===== src/rtl/ram_arb_pkg.sv =====
// Shared constants for the fetch/memory-stage RAM arbiter.
package ram_arb_pkg;

    localparam logic [1:0] IDLE  = 2'd0;
    localparam logic [1:0] ISSUE = 2'd1;
    localparam logic [1:0] WAIT  = 2'd2;
    localparam logic [1:0] RESP  = 2'd3;

    localparam logic PORT_FETCH = 1'b0;
    localparam logic PORT_MEM   = 1'b1;

    localparam logic [31:0] TIMEOUT_RDATA = 32'h0;

endpackage


===== src/rtl/ram_arbiter_if.sv =====
// Requester ports and RAM-side bus of the arbiter; slave is the arbiter's view.
interface ram_arbiter_if;
    import ram_arb_pkg::*;

    logic        req_trig_0, req_trig_1;
    logic [31:0] addr_0, addr_1;
    logic [31:0] wdata_0, wdata_1;
    logic        rw_0, rw_1;
    logic [31:0] rdata_0, rdata_1;
    logic        ack_trig_0, ack_trig_1;
    logic [31:0] ram_addr;
    logic [31:0] ram_wdata;
    logic        ram_rw;
    logic        ram_trig;
    logic        ram_done;
    logic [31:0] ram_rdata;
    logic        err_timeout;

    modport slave (
        input  req_trig_0, req_trig_1, addr_0, addr_1, wdata_0, wdata_1, rw_0, rw_1,
        input  ram_done, ram_rdata,
        output rdata_0, rdata_1, ack_trig_0, ack_trig_1,
        output ram_addr, ram_wdata, ram_rw, ram_trig, err_timeout
    );

    modport master (
        output req_trig_0, req_trig_1, addr_0, addr_1, wdata_0, wdata_1, rw_0, rw_1,
        output ram_done, ram_rdata,
        input  rdata_0, rdata_1, ack_trig_0, ack_trig_1,
        input  ram_addr, ram_wdata, ram_rw, ram_trig, err_timeout
    );

endinterface


===== src/rtl/toggle_sync.sv =====
// Multi-flop synchronizer for a toggle-encoded handshake wire.
module toggle_sync #(
    parameter int SYNC_STAGES = 2
) (
    input  logic clk,
    input  logic reset,
    input  logic d_i,
    output logic q_o
);

    logic [SYNC_STAGES-1:0] chain_q;

    always_ff @(posedge clk) begin
        if (reset) chain_q <= '0;
        else       chain_q <= {chain_q[SYNC_STAGES-2:0], d_i};
    end

    assign q_o = chain_q[SYNC_STAGES-1];

endmodule


===== src/rtl/ram_arbiter.sv =====
// Two-port toggle-handshake arbiter sharing one RAM: memory stage has priority,
// fetch is protected by a starvation guard, and a silent RAM is timed out.
module ram_arbiter
    import ram_arb_pkg::*;
#(
    parameter int SYNC_STAGES = 2,
    parameter int MAX_CONSEC  = 4,
    parameter int TIMEOUT     = 1024
) (
    input logic         clk,
    input logic         reset,
    ram_arbiter_if.slave bus
);

    localparam int WCW = (TIMEOUT > 1) ? $clog2(TIMEOUT) : 1;
    localparam int SCW = $clog2(MAX_CONSEC + 1);
    localparam logic [WCW-1:0] WAIT_LAST  = WCW'(TIMEOUT - 1);
    localparam logic [SCW-1:0] STARVE_MAX = SCW'(MAX_CONSEC);

    logic [1:0] req_s;
    logic       done_s;

    toggle_sync #(.SYNC_STAGES(SYNC_STAGES)) u_sync_req0 (
        .clk(clk), .reset(reset), .d_i(bus.req_trig_0), .q_o(req_s[0]));
    toggle_sync #(.SYNC_STAGES(SYNC_STAGES)) u_sync_req1 (
        .clk(clk), .reset(reset), .d_i(bus.req_trig_1), .q_o(req_s[1]));
    toggle_sync #(.SYNC_STAGES(SYNC_STAGES)) u_sync_done (
        .clk(clk), .reset(reset), .d_i(bus.ram_done), .q_o(done_s));

    logic [1:0]     state_q, state_d;
    logic           gnt_q, gnt_d;
    logic [1:0]     seen_q, seen_d;
    logic [1:0]     ack_q, ack_d;
    logic [SCW-1:0] starve_q, starve_d;
    logic [WCW-1:0] wait_q, wait_d;
    logic           stale_q, stale_d;
    logic [31:0]    ram_addr_q, ram_addr_d;
    logic [31:0]    ram_wdata_q, ram_wdata_d;
    logic           ram_rw_q, ram_rw_d;
    logic           ram_trig_q, ram_trig_d;
    logic [31:0]    rdata0_q, rdata0_d;
    logic [31:0]    rdata1_q, rdata1_d;
    logic           err_q, err_d;

    logic [1:0] pending;
    logic       done_match;
    logic       grant;

    assign pending    = req_s ^ seen_q;
    assign done_match = (done_s == ram_trig_q);

    always_comb begin
        state_d     = state_q;
        gnt_d       = gnt_q;
        seen_d      = seen_q;
        ack_d       = ack_q;
        starve_d    = starve_q;
        wait_d      = wait_q;
        stale_d     = stale_q;
        ram_addr_d  = ram_addr_q;
        ram_wdata_d = ram_wdata_q;
        ram_rw_d    = ram_rw_q;
        ram_trig_d  = ram_trig_q;
        rdata0_d    = rdata0_q;
        rdata1_d    = rdata1_q;
        err_d       = 1'b0;
        grant       = PORT_FETCH;

        if (!pending[0]) starve_d = '0;

        case (state_q)
            IDLE: begin
                // After a timeout, hold off new grants until the late completion drains.
                if (stale_q) begin
                    if (done_match) stale_d = 1'b0;
                end else if (|pending) begin
                    grant = (pending[1] && !(pending[0] && starve_q == STARVE_MAX))
                            ? PORT_MEM : PORT_FETCH;
                    gnt_d       = grant;
                    ram_addr_d  = grant ? bus.addr_1  : bus.addr_0;
                    ram_wdata_d = grant ? bus.wdata_1 : bus.wdata_0;
                    ram_rw_d    = grant ? bus.rw_1    : bus.rw_0;
                    if (grant == PORT_MEM && pending[0]) starve_d = starve_q + SCW'(1);
                    else                                 starve_d = '0;
                    state_d = ISSUE;
                end
            end
            ISSUE: begin
                ram_trig_d = ~ram_trig_q;
                wait_d     = '0;
                state_d    = WAIT;
            end
            WAIT: begin
                if (done_match) begin
                    if (!ram_rw_q) begin
                        if (gnt_q) rdata1_d = bus.ram_rdata;
                        else       rdata0_d = bus.ram_rdata;
                    end
                    state_d = RESP;
                end else if (wait_q == WAIT_LAST) begin
                    if (!ram_rw_q) begin
                        if (gnt_q) rdata1_d = TIMEOUT_RDATA;
                        else       rdata0_d = TIMEOUT_RDATA;
                    end
                    stale_d = 1'b1;
                    err_d   = 1'b1;
                    state_d = RESP;
                end else begin
                    wait_d = wait_q + WCW'(1);
                end
            end
            RESP: begin
                ack_d[gnt_q]  = ~ack_q[gnt_q];
                seen_d[gnt_q] = ~seen_q[gnt_q];
                state_d       = IDLE;
            end
            default: state_d = IDLE;
        endcase
    end

    always_ff @(posedge clk) begin
        if (reset) begin
            state_q     <= IDLE;
            gnt_q       <= 1'b0;
            seen_q      <= '0;
            ack_q       <= '0;
            starve_q    <= '0;
            wait_q      <= '0;
            stale_q     <= 1'b0;
            ram_addr_q  <= '0;
            ram_wdata_q <= '0;
            ram_rw_q    <= 1'b0;
            ram_trig_q  <= 1'b0;
            rdata0_q    <= '0;
            rdata1_q    <= '0;
            err_q       <= 1'b0;
        end else begin
            state_q     <= state_d;
            gnt_q       <= gnt_d;
            seen_q      <= seen_d;
            ack_q       <= ack_d;
            starve_q    <= starve_d;
            wait_q      <= wait_d;
            stale_q     <= stale_d;
            ram_addr_q  <= ram_addr_d;
            ram_wdata_q <= ram_wdata_d;
            ram_rw_q    <= ram_rw_d;
            ram_trig_q  <= ram_trig_d;
            rdata0_q    <= rdata0_d;
            rdata1_q    <= rdata1_d;
            err_q       <= err_d;
        end
    end

    assign bus.ram_addr    = ram_addr_q;
    assign bus.ram_wdata   = ram_wdata_q;
    assign bus.ram_rw      = ram_rw_q;
    assign bus.ram_trig    = ram_trig_q;
    assign bus.ack_trig_0  = ack_q[0];
    assign bus.ack_trig_1  = ack_q[1];
    assign bus.rdata_0     = rdata0_q;
    assign bus.rdata_1     = rdata1_q;
    assign bus.err_timeout = err_q;

endmodule


===== src/flat_wrapper.sv =====
// flat-port wrapper written by rule: the top's interface ports become plain ports
module ram_arbiter_flat import ram_arb_pkg::*;
#(
    parameter int SYNC_STAGES = 2,
    parameter int MAX_CONSEC  = 4,
    parameter int TIMEOUT     = 1024
)
  (clk, reset, bus_req_trig_0, bus_req_trig_1, bus_addr_0, bus_addr_1, bus_wdata_0, bus_wdata_1, bus_rw_0, bus_rw_1, bus_ram_done, bus_ram_rdata, bus_rdata_0, bus_rdata_1, bus_ack_trig_0, bus_ack_trig_1, bus_ram_addr, bus_ram_wdata, bus_ram_rw, bus_ram_trig, bus_err_timeout);
  ram_arbiter_if bus_i ();
  input logic clk;
  input logic reset;
  input wire logic [$bits(bus_i.req_trig_0)-1:0] bus_req_trig_0;
  input wire logic [$bits(bus_i.req_trig_1)-1:0] bus_req_trig_1;
  input wire logic [$bits(bus_i.addr_0)-1:0] bus_addr_0;
  input wire logic [$bits(bus_i.addr_1)-1:0] bus_addr_1;
  input wire logic [$bits(bus_i.wdata_0)-1:0] bus_wdata_0;
  input wire logic [$bits(bus_i.wdata_1)-1:0] bus_wdata_1;
  input wire logic [$bits(bus_i.rw_0)-1:0] bus_rw_0;
  input wire logic [$bits(bus_i.rw_1)-1:0] bus_rw_1;
  input wire logic [$bits(bus_i.ram_done)-1:0] bus_ram_done;
  input wire logic [$bits(bus_i.ram_rdata)-1:0] bus_ram_rdata;
  output wire logic [$bits(bus_i.rdata_0)-1:0] bus_rdata_0;
  output wire logic [$bits(bus_i.rdata_1)-1:0] bus_rdata_1;
  output wire logic [$bits(bus_i.ack_trig_0)-1:0] bus_ack_trig_0;
  output wire logic [$bits(bus_i.ack_trig_1)-1:0] bus_ack_trig_1;
  output wire logic [$bits(bus_i.ram_addr)-1:0] bus_ram_addr;
  output wire logic [$bits(bus_i.ram_wdata)-1:0] bus_ram_wdata;
  output wire logic [$bits(bus_i.ram_rw)-1:0] bus_ram_rw;
  output wire logic [$bits(bus_i.ram_trig)-1:0] bus_ram_trig;
  output wire logic [$bits(bus_i.err_timeout)-1:0] bus_err_timeout;
  assign bus_i.req_trig_0 = bus_req_trig_0;
  assign bus_i.req_trig_1 = bus_req_trig_1;
  assign bus_i.addr_0 = bus_addr_0;
  assign bus_i.addr_1 = bus_addr_1;
  assign bus_i.wdata_0 = bus_wdata_0;
  assign bus_i.wdata_1 = bus_wdata_1;
  assign bus_i.rw_0 = bus_rw_0;
  assign bus_i.rw_1 = bus_rw_1;
  assign bus_i.ram_done = bus_ram_done;
  assign bus_i.ram_rdata = bus_ram_rdata;
  assign bus_rdata_0 = bus_i.rdata_0;
  assign bus_rdata_1 = bus_i.rdata_1;
  assign bus_ack_trig_0 = bus_i.ack_trig_0;
  assign bus_ack_trig_1 = bus_i.ack_trig_1;
  assign bus_ram_addr = bus_i.ram_addr;
  assign bus_ram_wdata = bus_i.ram_wdata;
  assign bus_ram_rw = bus_i.ram_rw;
  assign bus_ram_trig = bus_i.ram_trig;
  assign bus_err_timeout = bus_i.err_timeout;
  ram_arbiter #(.SYNC_STAGES(SYNC_STAGES), .MAX_CONSEC(MAX_CONSEC), .TIMEOUT(TIMEOUT)) u_core (.clk(clk), .reset(reset), .bus(bus_i));
endmodule

===== config.mk =====
export PLATFORM = sky130hd
export DESIGN_NAME = ram_arbiter_flat
export DESIGN_NICKNAME = d
export VERILOG_FILES = /design/src/rtl/ram_arb_pkg.sv /design/src/rtl/ram_arbiter_if.sv /design/src/rtl/toggle_sync.sv /design/src/rtl/ram_arbiter.sv /design/src/flat_wrapper.sv
export SDC_FILE = /design/constraint.sdc
export NUM_CORES = 1
export LEC_CHECK = 0
export BUFFER_PORTS_ARGS = -buffer_cell sky130_fd_sc_hd__buf_2
export CAP_MARGIN = 20
export CORE_ASPECT_RATIO = 0.75
export CORE_UTILIZATION = 42
export DETAILED_ROUTE_END_ITERATION = 7
export PLACE_DENSITY = 0.87
export SYNTH_ARGS = -nofsm -noshare
export SYNTH_HDL_FRONTEND = slang
export SYNTH_SLANG_ARGS = --single-unit

===== constraint.sdc =====
create_clock -name clk -period 1.6 [get_ports clk]
set_input_delay 0.08 -clock clk [delete_from_list [all_inputs] [get_ports clk]]
set_output_delay 0.08 -clock clk [all_outputs]
set_load 0.02 [all_outputs]

# After elaboration in Yosys (flattened, before gate mapping)
# Index checks and enable logic that the tools add are counted.
word_totals:
  ff_bits: 158
  latchBits: 0
  ram_bits: 0
  rom_bits: 0
  input_bits: 167
  output_inout_bits: 133
  wordCells: 101
  memories: 0
op_classes:
  n_addsub: 2
  mul: 0
  n_div: 0
  magnitude_cmp: 2
  n_eq_ne: 12
  shifts: 0
  n_mux: 43
  bitwise_logic: 8
  reduce_logical: 17
ops:
  columns: ["op", "n"]
  rows:
  - ["$mux 32", 14]
  - ["$mux 10", 2]
  - ["$pmux 10 s2", 1]
  - ["$mux 3", 5]
  - ["$mux 1", 12]
  - ["$reduce_and 3->1", 4]
  - ["$add 10x1->10 const B", 1]
  - ["$eq 10x10->1 const B", 1]
  - ["$mux 2", 4]
  - ["$pmux 2 s4", 1]
  - ["$reduce_and 4->1", 2]
  - ["$not 1->1", 7]
  - ["$ne 2x2->1 const B", 3]
  - ["$reduce_bool 2->1", 3]
  - ["$bwmux 2", 2]
  - ["$eq 2x2->1 const B", 2]
  - ["$logic_and 1x1->1", 4]
  - ["$ne 2x1->1 const B", 2]
  - ["$add 3x1->3 const B", 1]
  - ["$eq 3x3->1 const B", 1]
  - ["$ne 3x1->1 const B", 1]
  - ["$reduce_or 3->1", 1]
  - ["$eq 2x1->1 const B", 1]
  - ["$logic_not 2->1", 1]
  - ["other kinds (8)", 8]

# Longest topological paths before layout
logic_depth:
  ltp_word: 10
  mapped_depth: 9
  depth_no_buf: 6

# Hierarchy
# A second synthesis with hierarchy kept.
unflattened:
  cells_unflattened: 811
  area_unflattened_um2: 6583.8
by_module_without_submodules:
  columns: ["mod", "n_inst", "cells_per_inst", "area_each_um2", "seq_area_each_um2"]
  rows:
  - ["ram_arbiter", 1, 799, 6426.2, 3042.9]
  - ["toggle_sync", 3, 4, 52.6, 40.0]

# Least setup slack after synthesis
# Ideal clock, no wire load.
synth_path:
  path_kind: "register to register"
  start: "register u_core.state_q[0]"
  end: "register u_core.rdata1_q[24], in the netlist u_core.bus.rdata_1[24]"
  setup_time_ns: 0.071
  t_arrival_ns: 1.693
  t_required_ns: 1.529
  slack_ns: -0.163
  stages_incl_launch_ff: 10
  path_cell_list: "dfxtp_1 > inv_1 > ha_1 > buf_2 > nor2b_1 > and2_1 > clkbuf_1 > clkbuf_1 > nand3_1 > a21oi_1"
synth_between:
  elab_chain_len: 2
synth_lines:
  columns: ["element", "line_no", "rtl"]
  rows:
  - ["start, declared", "ram_arbiter.sv:30", "logic [1:0] state_q, state_d;"]
  - ["start signal, assigned", "ram_arbiter.sv:138", "state_q <= state_d;"]
  - ["$eq 2x2->1", "ram_arbiter.sv:71", "case (state_q)"]
  - ["$reduce_and 4->1 (no source line)", null, null]
  - ["end signal, assigned", "ram_arbiter.sv:150", "rdata1_q <= rdata1_d;"]
  - ["end, declared", "ram_arbiter.sv:42", "logic [31:0] rdata1_q, rdata1_d;"]
# No other way between the ends.
# A chain may end at the register's enable or synchronous reset.

# Worst setup path after layout
layout_path:
  start: "register u_core.seen_q[0]"
  end: "register u_core.ram_addr_q[1], in the netlist u_core.bus.ram_addr[1]"
layout_between:
  elab_chain_len: 6
  elab_cells_between_ends: 8
  classes_between: "mux (2); bitwise (1); reduce/logical (5)"
layout_lines:
  columns: ["element", "line_no", "rtl"]
  rows:
  - ["start, declared", "ram_arbiter.sv:32", "logic [1:0] seen_q, seen_d;"]
  - ["start signal, assigned", "ram_arbiter.sv:140", "seen_q <= seen_d;"]
  - ["$xor 2x2->2 *", "ram_arbiter.sv:49", "assign pending = req_s ^ seen_q;"]
  - ["$logic_and 1x1->1", "ram_arbiter.sv:77", "grant = (pending[1] && !(pending[0] && starve_q == STARVE_MAX))"]
  - ["$logic_not 1->1", "ram_arbiter.sv:77", null]
  - ["$logic_and 1x1->1", "ram_arbiter.sv:77", null]
  - ["$mux 1", "ram_arbiter.sv:78", "? PORT_MEM : PORT_FETCH;"]
  - ["$mux 32", "ram_arbiter.sv:80", "ram_addr_d = grant ? bus.addr_1 : bus.addr_0;"]
  - ["end signal, assigned", "ram_arbiter.sv:145", "ram_addr_q <= ram_addr_d;"]
  - ["end, declared", "ram_arbiter.sv:37", "logic [31:0] ram_addr_q, ram_addr_d;"]
# Every way passes the cells marked *; elsewhere a longest branch is shown, timed or not.

==> impl_metrics.toml <==
[outcome]
outcome = "finished with violations"
violations = "negative setup slack"

[power_and_ir_drop]
power_leakage_uw = 0.005540
peakVddDrop_mv = 0.7823
power.density_mw_per_mm2 = 1328

[drt]
drc = 0
wl_per_cell_um = 23.17
drt-vias-per-instance = 6.064
drt_wl_total_mm = 33.95
dr.first_iter.drc_count = 985
routed-via-count = 8884
first_pass_iters = 6
final_antenna_net_count = 0

[critical_path]
path_buf_inv = 4
arrival_ps = 2130
r2r.worst_path.cells = 8
crit_chain = "buf_6 -> xnor2_4 -> a211oi_4 -> buf_6 -> buf_12 -> clkbuf_16 -> o21ai_1 -> a21oi_1"
worstSetupPathType = "reg2reg"
crit_top_cell = "buf_6"
crit_slowest_cell = "dfxtp_4"
crit_required_ps = 1930
cp_max_fo = 7
timing.rr.start = "u_core.seen_q[0]"
critPathCaptureType = "flop"
cpLargestDelayFamily = "buffers and inverters"
r2r_setup_slack_ps = -200
critPathMaxStageDelay_ps = 380
start_kind = "flop"
reg2reg_to = "u_core.bus.ram_addr[1]"

[synth]
synth_area_leaders = "dfxtp_1 (48%), mux2i_1 (10%), a21oi_1 (9.9%)"
async_flop_share_pct = 0
ys.flop_type = "dfxtp_1"
yosysTopAreaCell = "dfxtp_1"
synth-seq-area-share_pct = 48.17
netlist_area_mm2 = 0.006566
yosys_warnings = 0
syn_inst = 738
ys_types = 45
synth_edf_count = 0
syn_nets = 912
avgSynthCellArea_um2 = 8.897
synth_top_area_share_pct = 48.17
synth_seq_cells = 158

[global_routing]
grt_antenna_before_repair = 4
grt.met1_usage_pct = 36.27
grt_overflow = 0
track_usage_pct = 33.51
use_met2_pct = 57.59
grt_pass1_vias = 8184
grt_pass1_wl_mm = 42.12
grt-busiest-layer = "met2"
grt_util_met3_pct = 9.588
grt_max_degree = 68

[sta]
fmax_mhz = 556.7
max_slew_margin_pct = 61.01
setup_ws_ps = -196.4
finalSetupViolations = 116
hold_viol = 0
layout_min_cycle_time_ps = 1796
rsz0062_at_grt = "yes"
report.final.slew_viol_count = 0
finClkSkew_ps = 14.33
worst_pin_slew_ps = 579.4
fin_crit_sh_pct = 112.3

[die]
start_util_pct = 42.99
core_mm2 = 0.01527
ioPinCount = 300
die_w_um = 146.4
rows = 39
die-area_mm2 = 0.01614
die_h_um = 110.3

[cells_and_area]
final_common_cell = "buf_2"
fill_cells = 771
drive_gt1_share_pct = 48.01
final_cell_mix = "buf_2 (299), dlygate4sd3_1 (152), dfxtp_1 (142)"
area_growth_pct = 87.99
stdcell_area_mm2 = 0.01234
fin_cells = 1465
final_nets = 1418

[hold_path]
hold_depth = 3
hp-start = "bus_addr_0[23]"
hold_class = "in2reg"
holdPathEnd = "u_core.bus.ram_addr[23]"

[clocking]
cts_tree = "built"
cts-buffers-inserted = 17
clockBufferDepth = 2
clock-sinks = 158
htreeDepth = 4
ctsRootBufferMaster = "clkbuf_16"
insertion_delay_ps = 430
clkSlewWorstSetupHoldPaths_ps = 70

[placed_design]
place_area_mm2 = 0.008688
io_buffers = 299
dpl.cell_count = 1233
finalWeightedCongestion = 0.8861
hpwl_mm = 13.46

[flow_run]
maxCapViolations = 0
==> worst min-delay path: cells and delay by family <==
kind	cells	cell delay [ps]
compound gates	1	140
buf+inv	1	120
mux	1	80
==> metal layers <==
metal / vias up / wire [um] / share of wire (%)
met2: 773 / 16360 / 48
li1: 3707 / - / -
met5: - / 0 / 0
met4: 0 / 2513 / 7.4
met3: 254 / 3268 / 9.6
met1: 4150 / 11800 / 35
==> area by class of cell <==
type / instances / area (um2) / share of cell area [%]
antenna: 4 / 10.01 / 0.08109
clock buffer: 18 / 439.2 / 3.558
clock inverter: 13 / 130.1 / 1.054
inverter: 9 / 33.78 / 0.2737
multi-input combinational: 504 / 3899 / 31.58
sequential: 158 / 3203 / 25.95
tap: 205 / 256.5 / 2.078
timing repair buffer: 554 / 4373 / 35.42
==> stage by stage <==
step / TNS (ps) / setup WS (ps) / hold slack (ps) / util (%) / total power (uW)
floorplan: -212.7 / -10.63 / 208.2 / - / 7498
global placement: -128.3 / -84.02 / 292.2 / 56.89 / 9206
detailed placement: -2246 / -98.38 / 304.3 / 56.89 / 9322
CTS: -387.9 / -36.23 / 2.268 / 73.35 / 14040
global route: -12980 / -403.8 / 18.55 / 80.81 / 16870
finish: -8233 / -196.4 / 31.68 / 80.82 / 16390
==> Yosys cell counts, types with 2 or more instances <==
| cell type | number |
|---|---|
| dfxtp_1 | 158 |
| a21oi_1 | 130 |
| o21ai_0 | 121 |
| nand3_1 | 72 |
| mux2i_1 | 68 |
| clkbuf_1 | 44 |
| nor2_1 | 17 |
| buf_2 | 16 |
| nand2_1 | 15 |
| a211oi_1 | 10 |
| inv_1 | 9 |
| nor2b_1 | 9 |
| ha_1 | 7 |
| xnor2_1 | 6 |
| or4_1 | 5 |
| buf_4 | 4 |
| nand2b_1 | 4 |
| and2_1 | 3 |
| o31ai_1 | 3 |
| xor2_1 | 3 |
| and3_1 | 2 |
| buf_1 | 2 |
| clkbuf_2 | 2 |
| nand4_1 | 2 |
| nor4_1 | 2 |
| o211ai_1 | 2 |
| o311ai_0 | 2 |
| o41ai_1 | 2 |
| or3_1 | 2 |
==> state kept, by name, summed over array words and instances, names as in the netlist, 3 cells and up <==
register,count
u_core.bus.ram_addr,32
u_core.bus.ram_wdata,32
u_core.bus.rdata_0,32
u_core.bus.rdata_1,32
u_core.wait_q,10
u_core.starve_q,3
==> timing repair <==
item / CTS / global route
hold endpoints to repair: 130 / 0
hold buffers: 152 / 0
pin swaps: 9 / 59
resized for setup: 89 / 240
cloned: 6 / 16
buffers inserted: 13 / 13
setup endpoints to repair: 122 / 143
==> how the worst max path moves through the flow <==
stage                                             start                 endpoint  cells past startpoint
after CTS                              u_core.wait_q[1]         u_core.wait_q[3]                      6
final                                  u_core.seen_q[0]   u_core.bus.ram_addr[1]                      8
after detailed placement               u_core.wait_q[3]   u_core.bus.rdata_1[27]                      5
after floorplan                       u_core.state_q[0]   u_core.bus.rdata_0[11]                      9
after global placement    u_core.u_sync_req0.chain_q[1]   u_core.bus.ram_addr[2]                      5
after global routing      u_core.u_sync_req0.chain_q[1]  u_core.bus.ram_addr[18]                      6
==> cells by family after synthesis <==
family	synth area share (%)
AO/OA/AOI/OAI	22.75
flip-flops	48.17
AND/OR/NAND/NOR	10.61
buffers and inverters	5.145
multiplexers	10.54
XOR/XNOR	1.448
adder cells (fa/ha/maj)	1.334
==> report_power, final <==
group / internal [uW] / switching, uW
registers: 4560 / 497
logic: 3110 / 4220
clock network: 2210 / 1790
total: 9880 / 6510
Power figures use the tool's default switching activity.
